--- src/rtl/boot_pkg.sv ---
// boot_pkg: shared types and constants for the boot loader.
package boot_pkg;
   localparam int WORD_W = 15;
   localparam int HOLD_W = 4;
   typedef enum logic [3:0] {
      S_IDLE, S_LEN, S_HI, S_LO, S_WRITE, S_CSUM, S_RELEASE, S_RUN, S_ERROR
   } boot_state_t;
endpackage

--- src/rtl/mux2.sv ---
// mux2: two-input bus select, b_i when sel_i is high.
module mux2 #(
   parameter int W = 1
) (
   input  logic         sel_i,
   input  logic [W-1:0] a_i,
   input  logic [W-1:0] b_i,
   output logic [W-1:0] y_o
);
   assign y_o = sel_i ? b_i : a_i;
endmodule

--- src/rtl/rst_hold_ctr.sv ---
// rst_hold_ctr: loadable down-counter that stops at zero and flags it.
module rst_hold_ctr
   import boot_pkg::*;
(
   input  logic              clk_i,
   input  logic              rst_i,
   input  logic              load_i,
   input  logic              en_i,
   input  logic [HOLD_W-1:0] val_i,
   output logic              zero_o
);
   logic [HOLD_W-1:0] cnt_q, cnt_d;
   always_comb cnt_d = load_i ? val_i : (en_i && cnt_q != '0) ? cnt_q - 1'b1 : cnt_q;
   always_ff @(posedge clk_i) begin
      if (rst_i) cnt_q <= '0;
      else       cnt_q <= cnt_d;
   end
   assign zero_o = cnt_q == '0;
endmodule

--- src/rtl/boot_loader.sv ---
// boot_loader: owns the memory port during a framed byte-stream load,
// then releases the core and passes its stores through.
module boot_loader
   import boot_pkg::*;
#(
   parameter logic [7:0] BASE_ADR = 8'h00,
   parameter int         RST_HOLD = 2
) (
   input  logic              ph1,
   input  logic              reset,
   input  logic              start,
   input  logic              in_valid,
   output logic              in_ready,
   input  logic [7:0]        in_data,
   input  logic              cpu_memwrite,
   input  logic [7:0]        cpu_adr,
   input  logic [7:0]        cpu_wdata,
   output logic              cpu_reset,
   output logic              mem_we,
   output logic [7:0]        mem_adr,
   output logic [WORD_W-1:0] mem_wdata,
   output logic              busy,
   output logic              done,
   output logic              err
);
   boot_state_t       state_q, state_d;
   logic [7:0]        addr_q, addr_d, sum_q, sum_d, rem_q, rem_d, wadr_q, wadr_d;
   logic [6:0]        hi_q, hi_d;
   logic [WORD_W-1:0] wdat_q, wdat_d;
   logic              xfer, run, hold_zero, csum_ok;

   assign run      = state_q == S_RUN;
   assign in_ready = state_q inside {S_LEN, S_HI, S_LO, S_CSUM};
   assign xfer     = in_valid & in_ready;
   assign csum_ok  = state_q == S_CSUM && xfer && in_data == sum_q;
   assign busy     = state_q inside {S_LEN, S_HI, S_LO, S_WRITE, S_CSUM, S_RELEASE};
   assign done     = run;
   assign err      = state_q == S_ERROR;
   assign cpu_reset = !run;

   always_comb begin
      state_d = state_q;
      addr_d  = addr_q;
      sum_d   = sum_q;
      rem_d   = rem_q;
      hi_d    = hi_q;
      wadr_d  = wadr_q;
      wdat_d  = wdat_q;
      case (state_q)
         S_IDLE, S_RUN, S_ERROR: if (start) begin
            state_d = S_LEN;
            addr_d  = BASE_ADR;
            sum_d   = '0;
            rem_d   = '0;
         end
         S_LEN: if (xfer) begin
            sum_d   = in_data;
            rem_d   = in_data;
            state_d = in_data == '0 ? S_ERROR : S_HI;
         end
         S_HI: if (xfer) begin
            hi_d    = in_data[6:0];
            sum_d   = sum_q + in_data;
            state_d = in_data[7] ? S_ERROR : S_LO;
         end
         // The write address/data are latched here so WRITE drives them from registers.
         S_LO: if (xfer) begin
            wadr_d  = addr_q;
            wdat_d  = {hi_q, in_data};
            sum_d   = sum_q + in_data;
            state_d = S_WRITE;
         end
         S_WRITE: begin
            addr_d  = addr_q + 8'd1;
            rem_d   = rem_q - 8'd1;
            state_d = rem_q == 8'd1 ? S_CSUM : S_HI;
         end
         S_CSUM:    if (xfer) state_d = csum_ok ? S_RELEASE : S_ERROR;
         S_RELEASE: if (hold_zero) state_d = S_RUN;
         default:   state_d = S_IDLE;
      endcase
   end

   always_ff @(posedge ph1) begin
      if (reset) begin
         state_q <= S_IDLE;
         addr_q  <= BASE_ADR;
         sum_q   <= '0;
         rem_q   <= '0;
         hi_q    <= '0;
         wadr_q  <= '0;
         wdat_q  <= '0;
      end else begin
         state_q <= state_d;
         addr_q  <= addr_d;
         sum_q   <= sum_d;
         rem_q   <= rem_d;
         hi_q    <= hi_d;
         wadr_q  <= wadr_d;
         wdat_q  <= wdat_d;
      end
   end

   rst_hold_ctr u_hold (
      .clk_i  (ph1),
      .rst_i  (reset),
      .load_i (csum_ok),
      .en_i   (state_q == S_RELEASE),
      .val_i  (HOLD_W'(RST_HOLD)),
      .zero_o (hold_zero)
   );

   mux2 #(.W(1)) u_we (
      .sel_i (run), .a_i (state_q == S_WRITE), .b_i (cpu_memwrite), .y_o (mem_we)
   );
   mux2 #(.W(8)) u_adr (
      .sel_i (run), .a_i (wadr_q), .b_i (cpu_adr), .y_o (mem_adr)
   );
   mux2 #(.W(WORD_W)) u_wdat (
      .sel_i (run), .a_i (wdat_q), .b_i ({7'b0, cpu_wdata}), .y_o (mem_wdata)
   );
endmodule

--- config.mk ---
export PLATFORM = sky130hd
export DESIGN_NAME = boot_loader
export DESIGN_NICKNAME = d
export VERILOG_FILES = /design/src/rtl/boot_pkg.sv /design/src/rtl/mux2.sv /design/src/rtl/rst_hold_ctr.sv /design/src/rtl/boot_loader.sv
export SDC_FILE = /design/constraint.sdc
export NUM_CORES = 1
export LEC_CHECK = 0
export CAP_MARGIN = 20
export CORE_ASPECT_RATIO = 1.25
export CORE_UTILIZATION = 35
export DETAILED_ROUTE_END_ITERATION = 12
export SYNTH_ARGS = -nofsm -noshare
export SYNTH_HDL_FRONTEND = slang
export SYNTH_SLANG_ARGS = --single-unit
--- constraint.sdc ---
create_clock -name ph1 -period 5.6 [get_ports ph1]
set_clock_uncertainty 0.05 [all_clocks]
set_input_delay 1.12 -clock ph1 [delete_from_list [all_inputs] [get_ports ph1]]
set_output_delay 1.12 -clock ph1 [all_outputs]
set_load 0.02 [all_outputs]
# Word-level counts from Yosys, hierarchy flattened
# Index checks and enable logic that the tools add are counted.
dict set report classes {
  addsub 4
  multipliers 0
  n_div 0
  magnitude_cmp 0
  eq_ne 17
  n_shift 0
  mux 22
  n_bitwise 1
  reduce_logical 23
}
# cell count
set ops {}
lappend ops {{$pmux W8 S3} 2}
lappend ops {{$mux W4} 9}
lappend ops {{$mux W8} 4}
lappend ops {{$pmux W4 S7} 1}
lappend ops {{$eq A4 B3 Y1 const B} 4}
lappend ops {{$pmux W8 S2} 1}
lappend ops {{$mux W15} 1}
lappend ops {{$ne A2 B2 Y1 const B} 6}
lappend ops {{$add A8 B1 Y8 const B} 1}
lappend ops {{$add A8 B8 Y8} 1}
lappend ops {{$eq A4 B2 Y1 const B} 2}
lappend ops {{$eq A8 B1 Y1 const B} 1}
lappend ops {{$eq A8 B8 Y1} 1}
lappend ops {{$logic_not A4 Y1} 2}
lappend ops {{$logic_not A8 Y1} 1}
lappend ops {{$reduce_bool A4 Y1} 2}
lappend ops {{$sub A8 B1 Y8 const B} 1}
lappend ops {{$reduce_and A2 Y1} 3}
lappend ops {{$reduce_and A6 Y1} 1}
lappend ops {{$reduce_bool A3 Y1} 2}
lappend ops {{$reduce_bool A6 Y1} 1}
lappend ops {{$eq A4 B1 Y1 const B} 1}
lappend ops {{$eq A4 B4 Y1 const B} 1}
lappend ops {{$mux W2} 2}
lappend ops {{other kinds (12)} 16}
dict set report word_totals {
  register_bits 62
  latch_bits 0
  ram_bits 0
  mem_bits_ro 0
  in_bits 29
  elab_cells 76
  mem_count 0
}

# Logic depth before layout (Yosys ltp)
dict set report logic_depth {
  word_depth 8
  ltp_mapped 9
  depth_no_buf 8
}

# By module
# Synthesis repeated with hierarchy kept, for this count alone.
dict set report unflattened {
  hier_cells 455
  area_unflattened_um2 3716.1
}
# mod n_inst cells_per_inst area_each_um2 seq_area_each_um2
set modules_own_cells {}
lappend modules_own_cells {boot_loader 1 399 3065.4 1161.1}
lappend modules_own_cells {rst_hold_ctr 1 29 266.5 80.1}
lappend modules_own_cells {{mux2 (u_wdat)} 1 17 237.7 0.0}
lappend modules_own_cells {{mux2 (u_adr)} 1 9 131.4 0.0}
lappend modules_own_cells {{mux2 (u_we)} 1 1 15.0 0.0}

# Worst setup path before layout
# OpenSTA, ideal clock, no wires.
dict set report synth_path {
  kind {register -> output}
  start {register state_q[3]}
  end {output mem_adr[6]}
  t_arrival_ns 1.570
  required_ns 4.430
  setup_slack_ns 2.860
  stages_incl_launch_ff 8
  n_path_buf 2
  path_cell_list {dfxtp_1 buf_2 nor2b_2 nand3_2 inv_2 buf_1 nand2_1 nand2_1}
}
dict set report synth_between {
  elab_chain_len 2
}
# element line_no
set synth_lines {}
lappend synth_lines {{start: declaration} boot_loader.sv:26} ;# boot_state_t state_q, state_d;
lappend synth_lines {{start signal: assignment} boot_loader.sv:94} ;# state_q <= state_d;
lappend synth_lines {{$eq A4 B3 Y1} boot_loader.sv:32} ;# assign run = state_q == S_RUN;
lappend synth_lines {{named net done} boot_loader.sv:23} ;# output logic done,
lappend synth_lines {{$mux W8} mux2.sv:10} ;# assign y_o = sel_i ? b_i : a_i;
lappend synth_lines {{end: declaration} boot_loader.sv:20} ;# output logic [7:0] mem_adr,
# The timed path passes the listed nets, and every way through them passes these cells.

# Worst setup path in the final report
dict set report layout_path {
  start {register state_q[0]}
  end {output mem_wdata[7]}
}
dict set report layout_between {
  elab_chain_len 2
}
# element line_no
set layout_lines {}
lappend layout_lines {{$eq A4 B3 Y1} boot_loader.sv:32}
lappend layout_lines {{$mux W15} mux2.sv:10}
lappend layout_lines {{end: declaration} boot_loader.sv:21} ;# output logic [WORD_W-1:0] mem_wdata,
# Every way passes these cells.

==> results.md <==
* Relative slew slack at 33.1%
* Final setup TNS at 0 ps
* Worst reg2reg setup slack at 2600 ps
* Final Instance Count excl. Fillers at 662
* GRT Total Usage at 19.0%
* Metal3 WL at 489 µm
* Post-synth top area share at 34.8%
* Synth top area cells: dfxtp_1, nand2_1, a21oi_1
* R2r worst-path depth at 7
* Synth Net Count at 530
* Async SR Flop Fraction at 0%
* Worst-path fanout max at 27
* Wire per inst at 14.2 µm
* I/O Buffers at 57
* CTS Buf Count at 9
* Layout cells sized above 1 at 6.34%
* Setup bufs post-CTS at 0
* Vias per inst at 5.33
* Max-cap violations at 0
* DRT antenna net count at 0
* CTS tree: done
* Htree depth at 3
* FF-to-FF End: rem_q[4]
* Static Leak at 0.00161 µW
* Min Tclk post-route at 4180 ps
* Critical setup path kind: flip-flop to output port
* Initial antenna violation count at 0
* Die X at 92.2 µm
* Fill cells at 1012
* Final slew viol count at 0
* Largest net degree at the start of global routing at 63
* Vias in the first global route at 3277
* RSZ-0062 raised after global routing: no
* Drt initial violations at 154
* Final hold slack at 401 ps
* Syn-to-layout area delta at 26.4%
* Core area at 9760 µm²
* Status: finished, final reports clean
* Syn Inst Count at 489
* Post-route DRC at 0
* Sequential share of the synthesized area at 34.8%
* Worst Hold Class: flip-flop to flip-flop
* Num Clock Sinks at 62
* Starting Density at 36.5%
* First-pass GRT wire length at 15.9 mm
* Synthesis-stage register bit count at 62
* # hold bufs at CTS at 0
* Longest Clk Path Bufs at 2
* Critical path startpoint: state_q[0]
* IR drop worst, VDD at 0.000183 V
* Setup crit end: mem_wdata[7]
* Pwr dens at 354 nW/µm²
* Tcrit/Tclk final at 74.6%
* Nets@finish at 572
* Post-synth EDFFs at 0
* Vias post-DR at 3527
* CP required at 4430 ps
* IO Pins at 58
* # rows at 40
* Post-synth top flop: dfxtp_1
* Hold Fails Final Rpt at 0
* Worst-path clk slew at 60 ps
* Drt pass-1 iters at 4
* ANT cells at 0
* Post-cts sizing count at 0
* Setup violations, final at 0
* Final instance area at 4500 µm²
* Fmax at 0.239 GHz
* Overall power at 1590 µW
* Largest area contributor in the netlist: dfxtp_1
* Met1 wire length at 4.30 mm
* DPL Wire Length at 6.37 mm
* Uppermost routed layer: met4
* Critical Path AT at 3010 ps
* DP Cell Count at 645
* R2R Path Start: state_q[0]
* Reg area at 1240 µm²
* Worst slew pin tran at 996 ps
* DIE AREA at 10600 µm²
* Height of the die at 115 µm
* Avg Cell Area, Syn at 7.28 µm²
* Distinct cells, synth at 57
* Clock Root Buffer: clkbuf_16
* Routed WL at 9.43 mm
* YS warnings at 0
* Worst skew pair latency at 340 ps
* Multi-input gate area at 2130 µm²
* Critical Path Start Type: flip-flop
* Critical Path Sink Type: output port
* Met2 wire length at 4.46 mm
* Netlist Area Pre-Place at 3560 µm²
* GRT overflow at 0
* Post-Place Cell Area at 4170 µm²
* Gpl congestion at 0.827
==> cells in the mapped netlist (all sizes together), types with 12 or more instances <==
| master | number |
|---|---|
| clkbuf | 18 |
| o21ai | 20 |
| buf | 12 |
| a21oi | 57 |
| nor3 | 15 |
| inv | 16 |
| nand2 | 120 |
| nor2 | 32 |
| nand3 | 20 |
| nor2b | 13 |
| dfxtp | 62 |
==> area by class of cell <==
class / count / share of cell area (%)
Sequential cell: 62 / 27.6
Tap cell: 126 / 3.50
Inverter: 16 / 1.33
Clock inverter: 6 / 1.56
Timing Repair Buffer: 61 / 13.5
Multi-Input combinational cell: 381 / 47.2
Clock buffer: 10 / 5.31
==> through the flow <==
stage | worst slack, ps | utilization (%)
global placement | 1870 | 42.7
finish | 1420 | 46.1
floorplan | 2860 | -
CTS | 1420 | 45.9
global route | 1120 | 46.1
detailed placement | 1760 | 42.8
==> where the power goes <==
| group | internal (µW) | total (µW) | switching (µW) |
|---|---|---|---|
| logic | 201 | 488 | 287 |
| clock network | 358 | 574 | 215 |
| registers | 480 | 531 | 50.7 |
| total | 1040 | 1590 | 553 |
==> cells by family after synthesis <==
family                   Yosys count  share of synthesized area [%]
AO/OA/AOI/OAI                    123                           21.0
XOR/XNOR                           4                          0.984
adder cells (fa/ha/maj)           12                           4.43
buffers and inverters             46                           5.62
flip-flops                        62                           34.8
multiplexers                       5                           1.44
AND/OR/NAND/NOR                  237                           31.7
==> cell usage in the layout, fill, tap and decap left out, types with 9 or more instances in the layout <==
master	synthesis	routed
nand2_1	120	120
dfxtp_1	62	62
a21oi_1	57	57
clkdlybuf4s50_1	0	56
nor2_1	32	32
o21ai_0	20	20
nand3_1	19	19
inv_1	15	15
nor3_1	14	14
nor2b_1	12	12
a211oi_1	11	11
ha_1	11	11
nand2b_1	9	9
clkbuf_16	0	9
==> sequential cells by signal, indices dropped and copies added (netlist names) <==
| name | flops |
|---|---|
| rem_q | 8 |
| wdat_q | 15 |
| state_q | 4 |
| u_hold.cnt_q | 4 |
| addr_q | 8 |
| sum_q | 8 |
| wadr_q | 8 |
| hi_q | 7 |
==> worst min-delay path by stage <==
stage / from / end / slack [ps] / cells after the start
floorplan: wdat_q[10] / wdat_q[10] / 380 / 2
global placement: wdat_q[1] / wdat_q[1] / 390 / 2
detailed placement: wdat_q[9] / wdat_q[9] / 390 / 2
CTS: hi_q[2] / wdat_q[10] / 400 / 2
global route: wadr_q[4] / wadr_q[4] / 430 / 2
finish: wdat_q[13] / wdat_q[13] / 400 / 2
==> critical path: stages, from the launching register on <==
cell and delay, ps:
dfxtp_1 720, nor2b_2 340, nand3_2 330, inv_2 500, nand2_1 100, nand2_1 80
clkdlybuf4s50_1 600
==> metal layers <==
metal / track usage [%] / vias to the layer above
met3: 3.64 / 13
met1: 24.6 / 1642
met2: 30.6 / 88
li1: - / 1784
met4: 8.65 / 0
met5: 0 / -
Note: power is estimated with default switching activity, not from simulation.
